[src/rtl/uart_pkg.sv]
// uart_pkg: shared state encodings, parity mode constants and baud helpers
// for the UART transmitter and the future receiver.
package uart_pkg;

    localparam logic [2:0] ST_IDLE   = 3'd0;
    localparam logic [2:0] ST_READ   = 3'd1;
    localparam logic [2:0] ST_LOAD   = 3'd2;
    localparam logic [2:0] ST_START  = 3'd3;
    localparam logic [2:0] ST_DATA   = 3'd4;
    localparam logic [2:0] ST_PARITY = 3'd5;
    localparam logic [2:0] ST_STOP   = 3'd6;

    typedef enum logic [2:0] {
        S_IDLE   = ST_IDLE,
        S_READ   = ST_READ,
        S_LOAD   = ST_LOAD,
        S_START  = ST_START,
        S_DATA   = ST_DATA,
        S_PARITY = ST_PARITY,
        S_STOP   = ST_STOP
    } tx_state_e;

    localparam logic [1:0] PARITY_NONE = 2'b00;
    localparam logic [1:0] PARITY_EVEN = 2'b01;
    localparam logic [1:0] PARITY_ODD  = 2'b10;

    function automatic int unsigned calc_clocks_per_bit(input int unsigned clk_hz,
                                                         input int unsigned baud);
        return clk_hz / baud;
    endfunction

endpackage

[src/rtl/uart_baud_gen.sv]
// uart_baud_gen: 32-bit bit-time counter counting 0..CLOCKS_PER_BIT-1 with a
// synchronous clear; tick marks the terminal count.
module uart_baud_gen #(
    parameter int unsigned CLOCKS_PER_BIT = 32'd868
) (
    input  logic clk,
    input  logic rst,
    input  logic clr,
    output logic tick
);

    localparam logic [31:0] TERMINAL = 32'(CLOCKS_PER_BIT - 32'd1);

    logic [31:0] cnt_q;
    logic [31:0] cnt_d;

    // Next count: clear wins, otherwise wrap at the terminal count.
    always_comb begin
        cnt_d = cnt_q;
        if (clr) begin
            cnt_d = 32'd0;
        end else if (cnt_q == TERMINAL) begin
            cnt_d = 32'd0;
        end else begin
            cnt_d = cnt_q + 32'd1;
        end
    end

    // Counter register.
    always_ff @(posedge clk or posedge rst) begin
        if (rst) begin
            cnt_q <= 32'd0;
        end else begin
            cnt_q <= cnt_d;
        end
    end

    assign tick = (cnt_q == TERMINAL) && !clr;

endmodule

[src/rtl/uart_tx_frame.sv]
// uart_tx_frame: parametrised UART transmitter fed by a read-latency-1 FIFO.
// Runtime parity is built only when UART_TX_FRAME_PARITY_EN is defined.
module uart_tx_frame
    import uart_pkg::*;
#(
    parameter int unsigned CLOCK_FREQUENCY = 32'd100_000_000,
    parameter int unsigned BAUD_RATE       = 32'd115200,
    parameter int unsigned WORD_WIDTH      = 32'd8,
    parameter int unsigned STOP_BITS       = 32'd1
) (
    input  logic                  clk,
    input  logic                  rst,
    input  logic [WORD_WIDTH-1:0] din,
    input  logic                  empty,
    input  logic [1:0]            parity_mode,
    output logic                  re,
    output logic                  dout,
    output logic                  busy
);

    localparam int unsigned CLOCKS_PER_BIT = calc_clocks_per_bit(CLOCK_FREQUENCY, BAUD_RATE);
    localparam int unsigned BIT_CNT_W      = $clog2(WORD_WIDTH + 32'd1);
    localparam logic [BIT_CNT_W-1:0] LAST_DATA_BIT = BIT_CNT_W'(WORD_WIDTH - 32'd1);
    localparam logic [BIT_CNT_W-1:0] BIT_CNT_ONE   = BIT_CNT_W'(32'd1);
    localparam logic                 LAST_STOP_BIT = (STOP_BITS == 32'd2) ? 1'b1 : 1'b0;

    if (CLOCKS_PER_BIT < 32'd2) begin : g_bad_cpb
        $error("uart_tx_frame: CLOCKS_PER_BIT must be at least 2");
    end
    if ((WORD_WIDTH < 32'd5) || (WORD_WIDTH > 32'd9)) begin : g_bad_width
        $error("uart_tx_frame: WORD_WIDTH must be in 5..9");
    end
    if ((STOP_BITS != 32'd1) && (STOP_BITS != 32'd2)) begin : g_bad_stop
        $error("uart_tx_frame: STOP_BITS must be 1 or 2");
    end

    tx_state_e             state_q;
    logic                  re_q;
    logic                  dout_q;
    logic                  busy_q;
    logic [WORD_WIDTH-1:0] shift_q;
    logic [BIT_CNT_W-1:0]  bit_cnt_q;
    logic                  stop_cnt_q;
    logic                  baud_clr_s;
    logic                  baud_tick_s;

`ifdef UART_TX_FRAME_PARITY_EN
    logic par_bit_q;
    logic par_en_q;

    function automatic logic calc_parity(input logic [WORD_WIDTH-1:0] word,
                                         input logic [1:0]            mode);
        return (mode == PARITY_ODD) ? ~(^word) : (^word);
    endfunction
`else
    logic unused_parity_mode_s;
    assign unused_parity_mode_s = ^parity_mode;
`endif

    // The bit timer restarts from zero so the start bit is a full bit time.
    assign baud_clr_s = (state_q == S_IDLE) || (state_q == S_READ) || (state_q == S_LOAD);

    uart_baud_gen #(
        .CLOCKS_PER_BIT(CLOCKS_PER_BIT)
    ) u_baud_gen (
        .clk  (clk),
        .rst  (rst),
        .clr  (baud_clr_s),
        .tick (baud_tick_s)
    );

    // Frame sequencer with registered line, strobe and busy outputs.
    always_ff @(posedge clk or posedge rst) begin
        if (rst) begin
            state_q    <= S_IDLE;
            re_q       <= 1'b0;
            dout_q     <= 1'b1;
            busy_q     <= 1'b0;
            shift_q    <= '1;
            bit_cnt_q  <= '0;
            stop_cnt_q <= 1'b0;
`ifdef UART_TX_FRAME_PARITY_EN
            par_bit_q  <= 1'b0;
            par_en_q   <= 1'b0;
`endif
        end else begin
            re_q <= 1'b0;
            case (state_q)
                S_IDLE: begin
                    dout_q <= 1'b1;
                    if (!empty) begin
                        state_q <= S_READ;
                        re_q    <= 1'b1;
                        busy_q  <= 1'b1;
                    end
                end
                S_READ: begin
                    state_q <= S_LOAD;
                end
                S_LOAD: begin
                    shift_q    <= din;
                    bit_cnt_q  <= '0;
                    stop_cnt_q <= 1'b0;
`ifdef UART_TX_FRAME_PARITY_EN
                    par_bit_q  <= calc_parity(din, parity_mode);
                    par_en_q   <= (parity_mode == PARITY_EVEN) || (parity_mode == PARITY_ODD);
`endif
                    dout_q     <= 1'b0;
                    state_q    <= S_START;
                end
                S_START: begin
                    if (baud_tick_s) begin
                        dout_q  <= shift_q[0];
                        state_q <= S_DATA;
                    end
                end
                // dout already carries shift_q[0]; on each tick present the next bit.
                S_DATA: begin
                    if (baud_tick_s) begin
                        bit_cnt_q <= bit_cnt_q + BIT_CNT_ONE;
                        shift_q   <= {1'b1, shift_q[WORD_WIDTH-1:1]};
                        if (bit_cnt_q == LAST_DATA_BIT) begin
`ifdef UART_TX_FRAME_PARITY_EN
                            if (par_en_q) begin
                                dout_q  <= par_bit_q;
                                state_q <= S_PARITY;
                            end else begin
                                dout_q  <= 1'b1;
                                state_q <= S_STOP;
                            end
`else
                            dout_q  <= 1'b1;
                            state_q <= S_STOP;
`endif
                        end else begin
                            dout_q <= shift_q[1];
                        end
                    end
                end
`ifdef UART_TX_FRAME_PARITY_EN
                S_PARITY: begin
                    if (baud_tick_s) begin
                        dout_q  <= 1'b1;
                        state_q <= S_STOP;
                    end
                end
`endif
                S_STOP: begin
                    if (baud_tick_s) begin
                        if (stop_cnt_q == LAST_STOP_BIT) begin
                            busy_q  <= 1'b0;
                            state_q <= S_IDLE;
                        end else begin
                            stop_cnt_q <= 1'b1;
                        end
                    end
                end
                default: begin
                    dout_q  <= 1'b1;
                    busy_q  <= 1'b0;
                    state_q <= S_IDLE;
                end
            endcase
        end
    end

    assign re   = re_q;
    assign dout = dout_q;
    assign busy = busy_q;

endmodule

[config.mk]
export PLATFORM = sky130hd
export DESIGN_NAME = uart_tx_frame
export DESIGN_NICKNAME = d
export VERILOG_FILES = /design/src/rtl/uart_pkg.sv /design/src/rtl/uart_baud_gen.sv /design/src/rtl/uart_tx_frame.sv
export SDC_FILE = /design/constraint.sdc
export NUM_CORES = 1
export LEC_CHECK = 0
export ABC_AREA = 0
export ABC_CLOCK_PERIOD_IN_PS = 3700
export BUFFER_PORTS_ARGS = -buffer_cell sky130_fd_sc_hd__buf_2
export CORE_ASPECT_RATIO = 1.25
export CORE_MARGIN = 4
export CORE_UTILIZATION = 40
export CTS_CLUSTER_DIAMETER = 30
export DETAILED_ROUTE_END_ITERATION = 8
export GPL_ROUTABILITY_DRIVEN = 0
export SYNTH_ARGS = -nofsm -noshare
export SYNTH_HDL_FRONTEND = slang
export SYNTH_SLANG_ARGS = --single-unit
[constraint.sdc]
create_clock -name clk -period 3.7 [get_ports clk]
set_input_delay 0.555 -clock clk [delete_from_list [all_inputs] [get_ports clk]]
set_output_delay 0.555 -clock clk [all_outputs]
set_load 0.005 [all_outputs]
### Word-level counts from Yosys, hierarchy flattened

Index checks and enable logic that the tools add are counted.

* register bits after elaboration: 51
* output and inout bits: 3
* word-level logic and storage cells: 65

* add/subtract/negate cells: 2
* equality and inequality tests: 13
* multiplexer cells: 26
* bitwise logic cells: 2
* reductions and logical operators: 14

Operators by type and width (count)
* 32-bit two-way mux: 2
* 32-bit by 1-bit adder with 32-bit output (second input constant): 1
* 32-bit by 10-bit equality test with 1-bit output (second input constant): 1
* 3-bit two-way mux: 6
* 3-bit one-hot mux with 6 select lines: 1
* 8-bit one-hot mux with 2 select lines: 1
* 2-bit inequality test (second input constant): 6
* 1-bit two-way mux: 10
* 8-bit two-way mux: 1
* 4-bit one-hot mux with 2 select lines: 1
* 3-bit by 2-bit equality test with 1-bit output (second input constant): 2
* 3-bit equality test (second input constant): 2
* 6-bit AND reduction: 1
* 4-bit by 1-bit adder with 4-bit output (second input constant): 1
* 4-bit by 3-bit equality test with 1-bit output (second input constant): 1
* 4-bit two-way mux: 1
* 1-bit one-hot mux with 4 select lines: 1
* 2-bit AND reduction: 2
* 4-bit AND reduction: 1
* 2-bit nonzero test: 2
* 4-bit OR reduction: 1
* 3-bit by 1-bit equality test with 1-bit output (second input constant): 1
* 3-bit logical NOT: 1
* 1-bit one-hot mux with 3 select lines: 1
* 7 further kinds: 9

### Longest topological paths before layout

* depth in word-level cells: 7
* depth in mapped cells: 8
* mapped depth without buffers: 6

### Modules after synthesis

A second synthesis with hierarchy kept.

* cells, all modules: 307
* area, all modules: 2839.0 µm²

Modules (own cells, without submodules)
* uart_baud_gen: times used 1, cells each 194, area each 1774.2 µm²
* uart_tx_frame: times used 1, cells each 113, area each 1064.8 µm²

### Worst setup path after synthesis

Ideal clock, no wire load.

* path type: reg-to-reg
* from: register u_baud_gen.cnt_q[21]
* to: register dout_q (netlist: dout)
* setup time: 0.062 ns
* arrival time: 1.866 ns
* required time: 3.638 ns
* slack: 1.773 ns
* stages on the path, launching flop included: 6
* path buffers: 0
* cell sequence: dfrtp_1 or4_1 nand4bb_4 nor3_1 mux2i_1 o31a_1

* cells in the longest elaborated chain, start to end: 4
* elaborated cells on any way between the ends: 5
* classes of those cells: 3 x eq/ne; 2 x reduce/logical

Ends and longest elaborated chain
* start, declared: RTL line uart_baud_gen.sv:14 `logic [31:0] cnt_q;`
* start signal, assigned: RTL line uart_baud_gen.sv:34 `cnt_q <= cnt_d;`
* 32-bit by 10-bit equality test with 1-bit output *: RTL line uart_baud_gen.sv:38 `assign tick = (cnt_q == TERMINAL) && !clr;`
* 1-bit logical AND *: RTL line uart_baud_gen.sv:38
* 2-bit inequality test (no line)
* 3-bit AND reduction (no line) *
* end signal, assigned: RTL line uart_tx_frame.sv:113 `dout_q <= shift_q[0];`
* end signal, assigned: RTL line uart_tx_frame.sv:136 `dout_q <= shift_q[1];`
* end, declared: RTL line uart_tx_frame.sv:39 `logic dout_q;`

Mark *: on every way between the ends. The rest lies on a longest branch, timed or not.
A chain may end at the register's enable or synchronous reset.

### Final worst setup path

* from: register u_baud_gen.cnt_q[0]
* to: register u_baud_gen.cnt_q[24]

* cells in the longest elaborated chain, start to end: 3
* elaborated cells on any way between the ends: 4
* classes of those cells: 1 x add/sub; 1 x eq/ne; 2 x mux

Ends and longest elaborated chain
* 32-bit by 1-bit adder with 32-bit output / 32-bit by 10-bit equality test with 1-bit output (equally long branches): RTL line uart_baud_gen.sv:25, uart_baud_gen.sv:22
* 32-bit two-way mux *: RTL line uart_baud_gen.sv:22 `end else if (cnt_q == TERMINAL) begin`
* 32-bit two-way mux *: RTL line uart_baud_gen.sv:20 `if (clr) begin`
* net u_baud_gen.cnt_d[24]: RTL line uart_baud_gen.sv:15 `logic [31:0] cnt_d;`

Mark *: on every way through the listed nets, which the timed path passes. The rest lies on a longest branch.

==> impl_metrics.json <==
{
  "status": "finished, final reports clean",
  "drive_gt1_share_pct": 14.39,
  "start_util_pct": 41.97,
  "routed_wirelength_um": 5254,
  "skew_ns": 0.008809,
  "post_cts_buffers": 0,
  "rrSetupSlack_ns": 1.37,
  "antenna_found_initial": 0,
  "top_layer": "met4",
  "path_clk_slew_ns": 0.09,
  "grtUsageTotal_pct": 14.19,
  "crit_path_max_fanout": 32,
  "root_buffer": "clkbuf_8",
  "rr_endpoint": "u_baud_gen.cnt_q[24]$_DFF_PP0_",
  "fin_nets": 292,
  "ys_warn_count": 0,
  "top_level_ports": 16,
  "ir_drop_mv": 0.2705,
  "synth_edf_count": 0,
  "ant_nets": 0,
  "r2r-start": "u_baud_gen.cnt_q[0]$_DFF_PP0_",
  "tns_ns": 0,
  "netlist_instances": 266,
  "grt_pass1_vias": 1978,
  "layout_common_cells": "nor2_1, dfrtp_1, xor2_1, nand4_1",
  "synth-seq-area-share_pct": 48.49,
  "via_per_inst": 5.488,
  "die-area_sq_um": 8013,
  "p_per_area_nw_per_um2": 397.8,
  "drc": 0,
  "grt_pass1_wl_um": 9156,
  "holdBufCountCts": 0,
  "min_period_ns": 2.327,
  "wl_per_cell_um": 14.47,
  "leakage_uw": 0.001267,
  "synth_nets": 281,
  "ys.flop_type": "dfrtp_1",
  "coreArea_sq_um": 6326,
  "synthesis.area_sq_um": 2655,
  "synth_area_leaders": "dfrtp_1, dfstp_2, xor2_1",
  "timing.fmax_mhz": 429.8,
  "hp-class": "in2async",
  "wl_met2_um": 2603,
  "crit_type": "reg2reg",
  "rows": 32,
  "required_ns": 3.88,
  "final_hold_viol_count": 0,
  "cp-start-kind": "register",
  "grt_max_degree": 40,
  "cts_resized": 0,
  "vias": 1992,
  "port_buffers": 13,
  "power.total_uw": 1141,
  "maxCapViolations": 0,
  "numCtsBuffers": 5,
  "ys_types": 47,
  "wl_met3_um": 132,
  "worst_pin_slew_ns": 0.8493,
  "numClockSinks": 51,
  "die_height_um": 99.09,
  "grt_setup_unrepaired": "no",
  "htreeDepth": 2,
  "max_slew_margin_pct": 42.91,
  "diodes": 0,
  "met1_length_um": 2462,
  "reg2regPathDepth": 7,
  "yosysTopAreaCell": "dfrtp_1",
  "drt_iter0_drc": 50,
  "setup_viol": 0,
  "critPathArrivalTime_ns": 2.51,
  "slew_violations": 0,
  "fp.dieW_um": 80.87,
  "avgSynthCellArea_sq_um": 9.981,
  "ys_seq_elements": 51,
  "area_growth_syn_to_layout_pct": 8.058,
  "cts.path.max_buffers": 2,
  "async_flop_share_pct": 100.0,
  "yosysTopAreaCellShare_pct": 39.59,
  "cts_tree": "built",
  "min_period_over_period_pct": 62.88,
  "worstSkewPairLatency_ns": 0.30,
  "grt-ovfl-total": 0,
  "drtPass1Iterations": 4,
  "cp-end-kind": "register",
  "dp_hpwl_um": 3556
}
cell usage after synthesis (all sizes together) (2+ instances only):
cell     instances
nand4           21
ha               2
nand3           10
nor3             8
nor2            43
a21oi            4
dfstp            9
xnor2            5
a2bb2oi          6
o22ai            7
clkinv           2
nor4             6
o21ai            8
a311oi           2
and3            10
buf              4
clkbuf           8
dfrtp           42
o21a             3
and4             4
xor2            25
inv              5
nand2           13
critical path, stage by stage (launching register included):
cell,delay [ns]
dfrtp_1,0.40
ha_1,0.22
nor4b_1,0.42
nand4_1,0.31
nor2_4,0.28
or2_1,0.14
buf_4,0.31
nor2_1,0.10
routing by layer:
metal  vias up  track usage, %
met2        19           23.53
met3         6           2.808
li1        979               -
met1       988           18.56
met5         -               0
met4         0           4.291
registers in the layout (all words and copies together), names as in the netlist:
| name | cells |
|---|---|
| bit_cnt_q | 4 |
| busy | 1 |
| dout | 1 |
| re | 1 |
| shift_q | 8 |
| state_q | 3 |
| stop_cnt_q | 1 |
| u_baud_gen.cnt_q | 32 |
power by group:
group / total (uW) / internal (uW) / switching, uW / leakage [uW]
Combinational: 135 / 64.9 / 69.7 / 0.000566
Sequential: 678 / 621 / 56.5 / 0.000653
Clock: 329 / 151 / 178 / 0.0000482
layout make-up:
class	instances	area (sq um)
Inverter	7	26.28
Sequential cell	51	1287
Clock inverter	1	5.005
Fill cell	657	3457
Timing Repair Buffer	16	87.58
Clock buffer	7	86.33
Tap cell	85	106.4
Multi-Input combinational cell	196	1270
worst max-delay path by stage:
stage	start	to	depth (start not counted)
3_3_place_gp	u_baud_gen.cnt_q[0]$_DFF_PP0_	u_baud_gen.cnt_q[30]$_DFF_PP0_	7
4_1_cts	u_baud_gen.cnt_q[0]$_DFF_PP0_	u_baud_gen.cnt_q[15]$_DFF_PP0_	7
3_5_place_dp	u_baud_gen.cnt_q[0]$_DFF_PP0_	u_baud_gen.cnt_q[17]$_DFF_PP0_	7
6_report	u_baud_gen.cnt_q[0]$_DFF_PP0_	u_baud_gen.cnt_q[24]$_DFF_PP0_	7
2_1_floorplan	u_baud_gen.cnt_q[21]$_DFF_PP0_	dout$_DFFE_PP1P_	5
5_1_grt	u_baud_gen.cnt_q[0]$_DFF_PP0_	u_baud_gen.cnt_q[13]$_DFF_PP0_	7
kinds of logic (layout without fill, tap and decap cells):
kind of cell	count (synthesis)	after routing	synth area share, %
AND/OR/NAND/NOR	123	123	25.50
flip-flops	51	51	48.49
AO/OA/AOI/OAI	40	40	11.12
XOR/XNOR	30	30	9.896
buffers and inverters	19	31	3.676
adder cells (fa/ha/maj)	2	2	0.9424
multiplexers	1	1	0.3770
through the flow:
stage	instances	hold WS [ns]	setup WS [ns]	cell area, sq um	utilization (%)
3_3_place_gp	355	0.4812	1.445	2778	43.91
5_1_grt	363	0.4359	1.166	2869	45.35
2_1_floorplan	266	0.4499	1.773	2655	-
4_1_cts	363	0.4202	1.373	2869	45.35
6_report	363	0.3969	1.373	2869	45.35
3_5_place_dp	355	0.4888	1.398	2778	43.91
Note: power is estimated with default switching activity, not from simulation.
